===== config.mk =====
export PLATFORM = sky130hd
export DESIGN_NAME = rom_replay_loader
export DESIGN_NICKNAME = d
export VERILOG_FILES = /design/src/rtl/pcw_loader_pkg.sv /design/src/rtl/loader_write_mux.sv /design/src/rtl/rom_replay_loader.sv
export SDC_FILE = /design/constraint.sdc
export NUM_CORES = 1
export LEC_CHECK = 0
export ABC_CLOCK_PERIOD_IN_PS = 1700
export BUFFER_PORTS_ARGS = -buffer_cell sky130_fd_sc_hd__buf_2
export CAP_MARGIN = 0
export CORE_AREA = 2 2 79 89
export DETAILED_ROUTE_END_ITERATION = 16
export DIE_AREA = 0 0 81 91
export SYNTH_ARGS = -nofsm -noshare
export SYNTH_HDL_FRONTEND = slang
export SYNTH_SLANG_ARGS = --single-unit

===== constraint.sdc =====
create_clock -name clk_sys -period 1.7 [get_ports clk_sys]
set_input_delay 0.34 -clock clk_sys [delete_from_list [all_inputs] [get_ports clk_sys]]
set_output_delay 0.34 -clock clk_sys [all_outputs]
set_load 0.01 [all_outputs]

===== src/rtl/pcw_loader_pkg.sv =====
// Shared types and constants for the boot-image loader.
package pcw_loader_pkg;

  typedef enum logic [2:0] {AUTO, IDLE, FETCH, WRITE, FINISH} loader_state_e;

  localparam int DEFAULT_LENGTH = 276;
  localparam int LAT_W          = 2;

  // Cycles from FETCH entry to the done strobe, with no memory backpressure.
  function automatic int copy_cycles(input int length, input int rom_lat);
    return length * (rom_lat + 1) + 1;
  endfunction

endpackage


===== src/rtl/loader_write_mux.sv =====
// Hands the memory write port to the host while host_dl is high, else to the loader.
// Purely combinational, so host writes reach memory in the same cycle.
module loader_write_mux #(
  parameter int ADDR_W = 16,
  parameter int DATA_W = 8
) (
  input  logic              host_dl,
  input  logic              host_wr,
  input  logic [ADDR_W-1:0] host_addr,
  input  logic [DATA_W-1:0] host_data,
  input  logic              ld_wr,
  input  logic [ADDR_W-1:0] ld_addr,
  input  logic [DATA_W-1:0] ld_data,
  output logic              wr,
  output logic [ADDR_W-1:0] wr_addr,
  output logic [DATA_W-1:0] wr_data
);

  assign wr      = host_dl ? host_wr   : ld_wr;
  assign wr_addr = host_dl ? host_addr : ld_addr;
  assign wr_data = host_dl ? host_data : ld_data;

endmodule


===== src/rtl/rom_replay_loader.sv =====
// Copies LENGTH ROM words to DEST_BASE after reset or start, ROM_LAT+1 cycles per word, stalls on wr_wait.
// host_dl aborts a copy and owns the write port; LOADER_CHECKSUM_EN adds checksum/csum_ok.
module rom_replay_loader
  import pcw_loader_pkg::*;
#(
  parameter int ADDR_W    = 16,
  parameter int DATA_W    = 8,
  parameter int LENGTH    = DEFAULT_LENGTH,
  parameter int ROM_LAT   = 1,
  parameter int DEST_BASE = 0
`ifdef LOADER_CHECKSUM_EN
  , parameter logic [15:0] EXP_SUM = 16'h0
`endif
) (
  input  logic              clk_sys,
  input  logic              reset,
  input  logic              start,
  output logic [ADDR_W-1:0] rom_addr,
  input  logic [DATA_W-1:0] rom_data,
  input  logic              host_dl,
  input  logic              host_wr,
  input  logic [ADDR_W-1:0] host_addr,
  input  logic [DATA_W-1:0] host_data,
  output logic              wr,
  output logic [ADDR_W-1:0] wr_addr,
  output logic [DATA_W-1:0] wr_data,
  input  logic              wr_wait,
  output logic              busy,
  output logic              done,
  output logic              aborted
`ifdef LOADER_CHECKSUM_EN
  , output logic [15:0]     checksum
  , output logic            csum_ok
`endif
);

  localparam int                IDX_W    = $clog2(LENGTH + 1);
  localparam logic [IDX_W-1:0]  IDX_LAST = IDX_W'(LENGTH - 1);
  localparam logic [LAT_W-1:0]  LAT_LAST = LAT_W'(ROM_LAT - 1);
  localparam logic [ADDR_W-1:0] BASE     = ADDR_W'(DEST_BASE);

  loader_state_e     state_q, state_d;
  logic [IDX_W-1:0]  idx_q, idx_d;
  logic [LAT_W-1:0]  lat_q, lat_d;
  logic [ADDR_W-1:0] rom_addr_q, rom_addr_d;
  logic              wr_q, wr_d;
  logic [ADDR_W-1:0] wr_addr_q, wr_addr_d;
  logic [DATA_W-1:0] wr_data_q, wr_data_d;
  logic              busy_q, busy_d;
  logic              done_q, done_d;
  logic              aborted_q, aborted_d;
  logic [15:0]       csum_q, csum_d;
  logic              copy_go;
  logic [IDX_W-1:0]  idx_nxt;

  assign copy_go = !host_dl && ((state_q == AUTO) || (state_q == IDLE && start));
  assign idx_nxt = idx_q + IDX_W'(1);

  always_comb begin
    state_d    = state_q;
    idx_d      = idx_q;
    lat_d      = lat_q;
    rom_addr_d = rom_addr_q;
    wr_d       = wr_q;
    wr_addr_d  = wr_addr_q;
    wr_data_d  = wr_data_q;
    aborted_d  = aborted_q;
    csum_d     = csum_q;
    if (copy_go) begin
      state_d    = FETCH;
      idx_d      = '0;
      lat_d      = '0;
      rom_addr_d = '0;
      aborted_d  = 1'b0;
      csum_d     = '0;
    end else begin
      case (state_q)
        FETCH, WRITE: begin
          if (host_dl) begin
            // Host takes the port mid-copy: drop the pending write, no done.
            state_d   = IDLE;
            wr_d      = 1'b0;
            aborted_d = 1'b1;
          end else if (state_q == FETCH) begin
            if (lat_q == LAT_LAST) begin
              state_d   = WRITE;
              wr_d      = 1'b1;
              wr_data_d = rom_data;
              wr_addr_d = BASE + ADDR_W'(idx_q);
            end else begin
              lat_d = lat_q + LAT_W'(1);
            end
          end else if (!wr_wait) begin
            wr_d   = 1'b0;
            csum_d = csum_q + 16'(wr_data_q);
            if (idx_q == IDX_LAST) begin
              state_d = FINISH;
            end else begin
              state_d    = FETCH;
              idx_d      = idx_nxt;
              lat_d      = '0;
              rom_addr_d = ADDR_W'(idx_nxt);
            end
          end
        end
        FINISH:  state_d = IDLE;
        default: state_d = state_q;
      endcase
    end
    busy_d = (state_d == FETCH) || (state_d == WRITE) || (state_d == FINISH);
    done_d = (state_d == FINISH);
  end

  always_ff @(posedge clk_sys) begin
    if (reset) begin
      state_q    <= AUTO;
      idx_q      <= '0;
      lat_q      <= '0;
      rom_addr_q <= '0;
      wr_q       <= 1'b0;
      wr_addr_q  <= BASE;
      wr_data_q  <= '0;
      busy_q     <= 1'b0;
      done_q     <= 1'b0;
      aborted_q  <= 1'b0;
      csum_q     <= '0;
    end else begin
      state_q    <= state_d;
      idx_q      <= idx_d;
      lat_q      <= lat_d;
      rom_addr_q <= rom_addr_d;
      wr_q       <= wr_d;
      wr_addr_q  <= wr_addr_d;
      wr_data_q  <= wr_data_d;
      busy_q     <= busy_d;
      done_q     <= done_d;
      aborted_q  <= aborted_d;
      csum_q     <= csum_d;
    end
  end

  assign rom_addr = rom_addr_q;
  assign busy     = busy_q;
  assign done     = done_q;
  assign aborted  = aborted_q;

`ifdef LOADER_CHECKSUM_EN
  assign checksum = csum_q;
  assign csum_ok  = done_q && (csum_q == EXP_SUM);
`endif

  loader_write_mux #(
    .ADDR_W (ADDR_W),
    .DATA_W (DATA_W)
  ) u_write_mux (
    .host_dl   (host_dl),
    .host_wr   (host_wr),
    .host_addr (host_addr),
    .host_data (host_data),
    .ld_wr     (wr_q),
    .ld_addr   (wr_addr_q),
    .ld_data   (wr_data_q),
    .wr        (wr),
    .wr_addr   (wr_addr),
    .wr_data   (wr_data)
  );

endmodule


==> results summary, run 1 <==
The core region is about 0.0064 mm^2. The share of total power in the clock network is between 30% and 40%. The clock-pin slew on the worst setup and hold paths came out at 0.07 ns. The number of global-route vias before repair came out at about 1700. Max-cap violations in this run came to 0. The largest single stage delay on the critical path is roughly 0.36 ns. The total congestion overflow after global routing is 0.

Overall power consumption after layout is estimated at about 1.7 mW. The number of enable flip-flop cells after synthesis came out at 0. Among all stages on the critical path, the largest delay is contributed by sky130_fd_sc_hd__mux2_2. Summed over all instances, the cell type with the most area after synthesis is sky130_fd_sc_hd__dfxtp_1.

The average wire length per cell after detail routing is 12.4 um. Compared with the post-synthesis result, the final layout area differs by 35.5%. In this run the deepest clock path goes through 2 buffers. The mapped cell area is between 0.0015 and 0.002 mm^2. The shortest period the worst path allows is 1.60 ns. The cell leakage power came out at approximately 1.1 nW. The die height came out at around 91 um. TritonCTS built the clock tree. The power spent charging and discharging nets is roughly 0.43 mW.

Walking the worst path, the cells encountered are buf_2 > buf_4 > mux2_2 > buf_2. For this run, design rule violations remaining after detail routing come to 0. The first-pass iteration count of the detailed router came out at 4. For this run, the post-layout net count is 350. For this run, the top clock speed supported by timing is just over 600 MHz. Across every metal layer, demand over resource in global routing totals between 10% and 20%. The number of clock buffers added by TritonCTS is 5. The post-layout instance count excluding filler cells is 393.

The die area came out at about 0.0074 mm^2. The internal power of the cells totals about 1.2 mW. The number of antenna violations at the first check in global routing came out at 0. The later-pin clock latency in the skew report came out at 0.29 ns. For the final routed database, the setup TNS stands at 0 ns.

The I/O pin total came out at between 80 and 90. The cell occurring most often along the worst timing path is sky130_fd_sc_hd__buf_2. The final setup skew is about 0.0067 ns. The effective utilization at floorplan is between 20 and 30%. Grouping stages by cell kind, the critical path spends the most delay in buffers and inverters. At the worst endpoint, the required time is 1.36 ns. The maximum number of pins on one net before global-route repair is 19.

The worst hold path class is input port to register. Of the total power, registers draw between 50 and 60%. The fraction of layout cells with a size suffix above 1 is 45.3%.

The proportion of synthesized chip area in sequential cells is between 30% and 40%. The classification of the worst setup path is input port to output port. The worst-case setup margin in the final layout is ~0.096 ns. Power spread over the standard cell area amounts to between 600 and 700 mW/mm^2.

The number of different library cells in the post-synthesis netlist is 46. For this run, the leading register cell type out of synthesis is sky130_fd_sc_hd__dfxtp_1. The number of register bits inferred by synthesis came out at 35. The maximum fanout along the worst path came out at 15. The half-perimeter wire length of the detailed placement result is approximately 3700 um.

The routed wire length is 4880 um. The number of gates resized after cts came out at 0. The count of nets left with antenna violations once routing finished came out at 0. The average via count per standard cell came out at about 4.6.

For this design, the sink count on the clock tree is 35. The initial detailed-routing violation count is 53. The leading cell type by number of instances after synthesis is sky130_fd_sc_hd__nand2_1. The flow ran to the end, and the final reports show no timing, DRC or antenna violations. The instance count after placement with tap cells included is a little under 400.

The die width is a little over 80 um. Input and output buffers added on the ports amount to between 70 and 80. In the finished design, the share of the clock period the worst path needs comes to about 94%. The antenna cell count came out at 0.

The fraction of registers with async set or reset after synthesis came out at 0%. The summed area of non-filler cells in the final layout is 0.00256 mm^2. The number of warning messages in the yosys log is 0. The final setup violation count came out at 0. The gate count of the mapped netlist is 217. The count of standard-cell rows is 31. The first global-routing pass estimated ~7700 um of wire.

The vias after detailed routing came out at ~1800. The post-cts hold buffer count came out at 0. The number of max-slew violations in the final report is 0. The number of buffers and inverters on the critical path came out at 3. A synthesized cell averages 8.71 um^2. The total count of hold-check failures in the final report came to 0. The number of levels in the clock H-tree is 2. Sorting the synthesized cells by area gives the leading types as sky130_fd_sc_hd__dfxtp_1, sky130_fd_sc_hd__mux2_2, sky130_fd_sc_hd__nand2_1. The top cell type's share of synthesized area is 37.1%. Setup repair after global routing left no endpoint under its margin.

OpenSTA, run right after detailed placement, puts the worst setup slack at around 0.024 ns. Data arrives at the worst endpoint at between 1 and 1.5 ns. The master cell of the clock root buffer is sky130_fd_sc_hd__clkbuf_8. STA classifies the critical path endpoint as an output port. Summing all placed instances gives a cell area of about 0.0025 mm^2.

Post-CTS timing repair inserted 0 buffers for setup. By count the netlist is led by sky130_fd_sc_hd__nand2_1, sky130_fd_sc_hd__dfxtp_1, sky130_fd_sc_hd__a21oi_1. Per report_power, the combinational group accounts for approximately 15% of the total. STA classifies the critical path startpoint as an input port.

Of the total power, the share spent switching nets is between 20% and 30%. The global placer's final weighted congestion came out at approximately 0.8. The worst ir drop on vdd came out at about 0.00025 V.
==> through the flow <==
step,utilization (%),hold slack [ns]
finish,39.8,0.283
global route,39.8,0.277
CTS,39.7,0.281
detailed placement,38.4,0.448
global placement,38.4,0.442
floorplan,-,0.429
==> worst min-delay path, stage by stage <==
cell and delay (ns):
sky130_fd_sc_hd__buf_2 0.09, sky130_fd_sc_hd__nand2_1 0.04, sky130_fd_sc_hd__a21oi_1 0.05
==> layout by cell type, fill, tap and decap left out, types with 3 or more instances in the layout <==
cell type                  instances
sky130_fd_sc_hd__buf_2            74
sky130_fd_sc_hd__nand2_1          38
sky130_fd_sc_hd__dfxtp_1          33
sky130_fd_sc_hd__a21oi_1          26
sky130_fd_sc_hd__buf_4            23
sky130_fd_sc_hd__mux2_2           19
sky130_fd_sc_hd__and2_1           10
sky130_fd_sc_hd__nor2_1            9
sky130_fd_sc_hd__conb_1            7
sky130_fd_sc_hd__o21ai_0           5
sky130_fd_sc_hd__clkbuf_8          5
sky130_fd_sc_hd__inv_1             4
sky130_fd_sc_hd__or3_1             4
sky130_fd_sc_hd__nor3_1            4
sky130_fd_sc_hd__nor2b_1           3
sky130_fd_sc_hd__nand4_1           3
sky130_fd_sc_hd__clkinv_2          3
==> path summary, 6_finish.rpt <==
path / from / end / slack [ns] / depth (start not counted)
max: host_dl / wr_addr[5] / 0.1 / 4
min reg2reg: wr_data_q[3]$_SDFFE_PP0P_ / wr_data_q[3]$_SDFFE_PP0P_ / 0.45 / 2
min: rom_data[6] / wr_data_q[6]$_SDFFE_PP0P_ / 0.28 / 3
max reg2reg: idx_q[0]$_SDFFE_PP0P_ / busy$_SDFF_PP0_ / 0.11 / 5
==> per-layer routing <==
metal	track usage [%]	part of all wire [%]	up-vias
li1	-	-	931
met1	16.1	44	828
met2	22.5	48	52
met3	4.27	6.8	7
met4	3.81	1.2	0
met5	0	0	-
==> cells by family (layout without fill, tap and decap cells) <==
family / count (synthesis) / count (layout) / synth area share (%)
other cells: 1 / 7 / 0.198
flops: 35 / 35 / 37.1
xor+xnor: 2 / 2 / 0.927
mux: 20 / 20 / 11.9
compound gates: 46 / 46 / 15.4
fa+ha+maj: 2 / 2 / 1.32
simple gates: 89 / 89 / 26.4
buf+inv: 22 / 110 / 6.89
==> power groups by stage <==
stage | clock network, mW | logic, mW | registers (mW)
after floorplan | 0 | 0.151 | 0.856
after CTS | 0.602 | 0.256 | 0.838
after detailed placement | 0 | 0.255 | 0.857
after global routing | 0.646 | 0.277 | 0.839
after global placement | 0 | 0.251 | 0.857
final | 0.579 | 0.252 | 0.838
==> registers in the layout, summed over array words and instances (netlist names) <==
name	flops
done	1
state_q	3
wr_addr_q	9
busy	1
lat_q	2
aborted	1
idx_q	9
wr_q	1
wr_data_q	8
==> area by class of cell <==
class | instances | area [um^2]
fill | 685 | 3880
multi-input combinational | 166 | 1090
sequential | 35 | 703
timing repair buffer | 98 | 563
tap | 82 | 103
clock buffer | 5 | 68.8
clock inverter | 3 | 15.0
inverter | 4 | 15.0
Power figures use the tool's default switching activity.
==> inputs of run 2 (changes only) <==
- ABC_AREA: unset -> 1
- CORE_AREA: 2 2 79 89 -> 2 2 75 84
- DIE_AREA: 0 0 81 91 -> 0 0 77 86
==> results summary, run 2 <==
The number of different library cells in the post-synthesis netlist was 27 (-41%). In the synthesized netlist the dominant register cell turns out to be sky130_fd_sc_hd__dfxtp_1. The classification of the worst setup path is register to register. The global routing usage summed across all routing layers is 14.3% (+0.91 points). The maximum fanout along the worst path is 9 (-6). The net total in the final layout came out at 403 (+15%). The wire length of the first global-routing pass is 7650 um (-0.71%). The required time at the worst-slack endpoint is 1.88 ns (+0.52 ns). The number of warning messages in the yosys log came out at 0 (unchanged). The final sum of negative setup slack is 0 ns (unchanged). The first-pass iteration count of the detailed router came out at 4 (unchanged). The routed wire length is 4580 um (-6.1%). The post-cts hold buffer count is 0 (unchanged). The half-perimeter wire length of the detailed placement result came out at 3470 um (-7.3%). The maximum clock frequency came out at 663 MHz (+6.4%). The TritonCTS clock tree is yes. The area growth from synthesis to final layout came out at 27.4%. The number of buffers created by CTS is 5 (unchanged).

The biggest cell delay along the critical path is 0.35 ns (about the same). The worst setup path is launched from a register. The total count of hold-check failures in the final report was 0 (unchanged). The number of register bits inferred by synthesis is 35 (unchanged). The remaining number of nets flagged by the antenna check after routing came to 0 (unchanged). The final cycle utilization of the critical path came out at 88.7% (-5.7 points). The proportion of synthesized chip area in sequential cells is 36.1% (-1.0 points). Leaving out fill and tap cells, the most frequent cells in the layout are sky130_fd_sc_hd__nand2_1, sky130_fd_sc_hd__buf_2, sky130_fd_sc_hd__inv_1. The post-detailed-route DRC marker count is 0 (unchanged). The number of enable flip-flop cells after synthesis is 0 (unchanged). The final setup violation count came out at 0 (unchanged). Ranked by instance count, the synthesized netlist is headed by sky130_fd_sc_hd__nand2_1, sky130_fd_sc_hd__inv_1, sky130_fd_sc_hd__dfxtp_1. The worst endpoint data arrival time is 1.69 ns (+0.43 ns). The global placer's final weighted congestion came to 0.934 (+18%). The total core area is 0.00573 mm^2 (-11%). The clock-pin slew on the worst setup and hold paths came out at 0.08 ns (about the same). The largest total area in the synthesized netlist belongs to sky130_fd_sc_hd__dfxtp_1.

In this design, the critical path's most frequently occurring cell is sky130_fd_sc_hd__nand2_1. The largest delay contributor family on the critical path is simple AND/OR/NAND/NOR gates. The die width came to 77 um (-4.9%). The number of buffers and inverters on the critical path is 0 (-3). By area the synthesized netlist is led by sky130_fd_sc_hd__dfxtp_1, sky130_fd_sc_hd__nand2_1, sky130_fd_sc_hd__inv_1. The cell leakage power was 1.23 nW (+11%). The power density of the placed cells was 792 mW/mm^2 (+21%). The I/O pin total came to 82 (unchanged). Traced cell by cell, the critical path runs through ha_1 > nand2_1 > nor2_1 > nand2_1 > nand3_2 > o21ai_1 > a21oi_2. The worst setup path is captured at a register. The worst ir drop on vdd is 0.000273 V (+10%). In the final layout, the registers with the most flip-flops are idx_q (9), wr_addr_q (9), wr_data_q (8). The post-CTS setup buffer count is 0 (unchanged).

The average via count per standard cell is 4.40 (-5.0%). The leading cell type by number of instances after synthesis is sky130_fd_sc_hd__nand2_1. The top cell type's share of synthesized area was 36.1% (-1.0 points).

The gate count of the mapped netlist was 289 (+33%). The number of levels in the clock H-tree came to 2 (unchanged). The number of global-route vias before repair came out at 1692 (+1.6%). The mapped cell area came out at 0.00194 mm^2 (+2.8%). The number of antenna violations at the first check in global routing came out at 0 (unchanged). The antenna cell count is 0 (unchanged). The vias after detailed routing is 1939 (+6.7%).

The buffer depth of the longest clock path is 2 (unchanged). The shortest period the worst path allows came out at 1.51 ns (-0.0968 ns). The final setup skew was 0.00799 ns (+0.00131 ns). The number of sinks handled by clock tree synthesis came out at 35 (unchanged). The count of input and output buffers came out at 74 (unchanged).

The initial detailed-routing violation count is 61 (+15%). The die area came out at 0.00662 mm^2 (-10%). The worst slack at placement came to 0.135 ns (+0.112 ns). The later-pin clock latency in the skew report is 0.29 ns (about the same). The fraction of registers with async set or reset after synthesis came out at 0% (unchanged).

The number of gates resized after cts came to 0 (unchanged). On the critical path, the stage with the largest delay is an instance of sky130_fd_sc_hd__dfxtp_2. The share of the core filled with cells came to 43.2% (+3.4 points). The effective utilization at floorplan came to 33.9% (+4.5 points).

The flow ran to the end, and the final reports show no timing, DRC or antenna violations. The number of max-slew violations in the final report is 0 (unchanged). The maximum number of pins on one net before global-route repair is 42 (+23). The tightest min-delay check is of the input port to register type. Setup repair after global routing left no endpoint under its margin.

The average wire length per cell after detail routing is 10.4 um (-16%). The average size of a mapped cell came out at 6.72 um^2 (-23%). The worst-case setup margin in the final layout was 0.193 ns (+0.0968 ns).

Leaving out fill and tap cells, the most frequent cell in the layout is sky130_fd_sc_hd__nand2_1. The count of standard-cell rows came to 29 (-6.5%). The tree is rooted in a sky130_fd_sc_hd__clkbuf_8. The fraction of layout cells with a size suffix above 1 came out at 28.6% (-17 points).

The number of maximum-capacitance violations came out at 0 (unchanged). The die height is 86 um (-5.5%). The total congestion overflow after global routing came out at 0 (unchanged).
## run 2: layer usage
metal | up-vias | wire, um | track usage (%)
met3 | 4 | 293 | 4.00
met5 | - | 0 | 0
met1 | 840 | 2170 | 18.2
met2 | 60 | 2060 | 22.7
li1 | 1035 | - | -
met4 | 0 | 55 | 6.17
## run 2: power by group
part / leakage (nW) / internal, mW / switching (mW) / total (mW)
sequential: 0.286 / 0.858 / 0.0152 / 0.873
clock: 0.0581 / 0.437 / 0.320 / 0.757
combinational: 0.885 / 0.129 / 0.200 / 0.329
## run 2: final timing paths
kind                             start                         to  slack [ns]  cells past startpoint
min                              reset          wr_q$_SDFFE_PP0P_        0.27                      2
min reg2reg  wr_data_q[2]$_SDFFE_PP0P_  wr_data_q[2]$_SDFFE_PP0P_        0.45                      2
max reg2reg      idx_q[0]$_SDFFE_PP0P_      idx_q[3]$_SDFFE_PP0P_        0.19                      7
max              idx_q[0]$_SDFFE_PP0P_      idx_q[3]$_SDFFE_PP0P_        0.19                      7
## run 2: cell type report
class	instances	area (um^2)
sequential	35	703
inverter	48	180
multi-input combinational	194	962
fill	635	3260
clock inverter	3	43.8
clock buffer	5	68.8
tap	77	96.3
timing repair buffer	79	420
## run 2: kinds of logic after synthesis
group | after synthesis | synth area share (%)
flops | 35 | 36.1
simple gates | 107 | 24.8
fa+ha+maj | 2 | 1.29
other cells | 1 | 0.193
xor+xnor | 5 | 2.26
compound gates | 73 | 19.8
buf+inv | 66 | 15.5
## run 2: through the flow
| stage | instance area [um^2] | std cells | power [mW] | hold WS (ns) |
|---|---|---|---|---|
| floorplan | 1960 | 295 | 1.12 | 0.408 |
| global placement | 2360 | 433 | 1.22 | 0.436 |
| detailed placement | 2360 | 433 | 1.22 | 0.442 |
| CTS | 2470 | 441 | 2.00 | 0.267 |
| global route | 2470 | 441 | 2.07 | 0.288 |
| finish | 2470 | 441 | 1.96 | 0.275 |
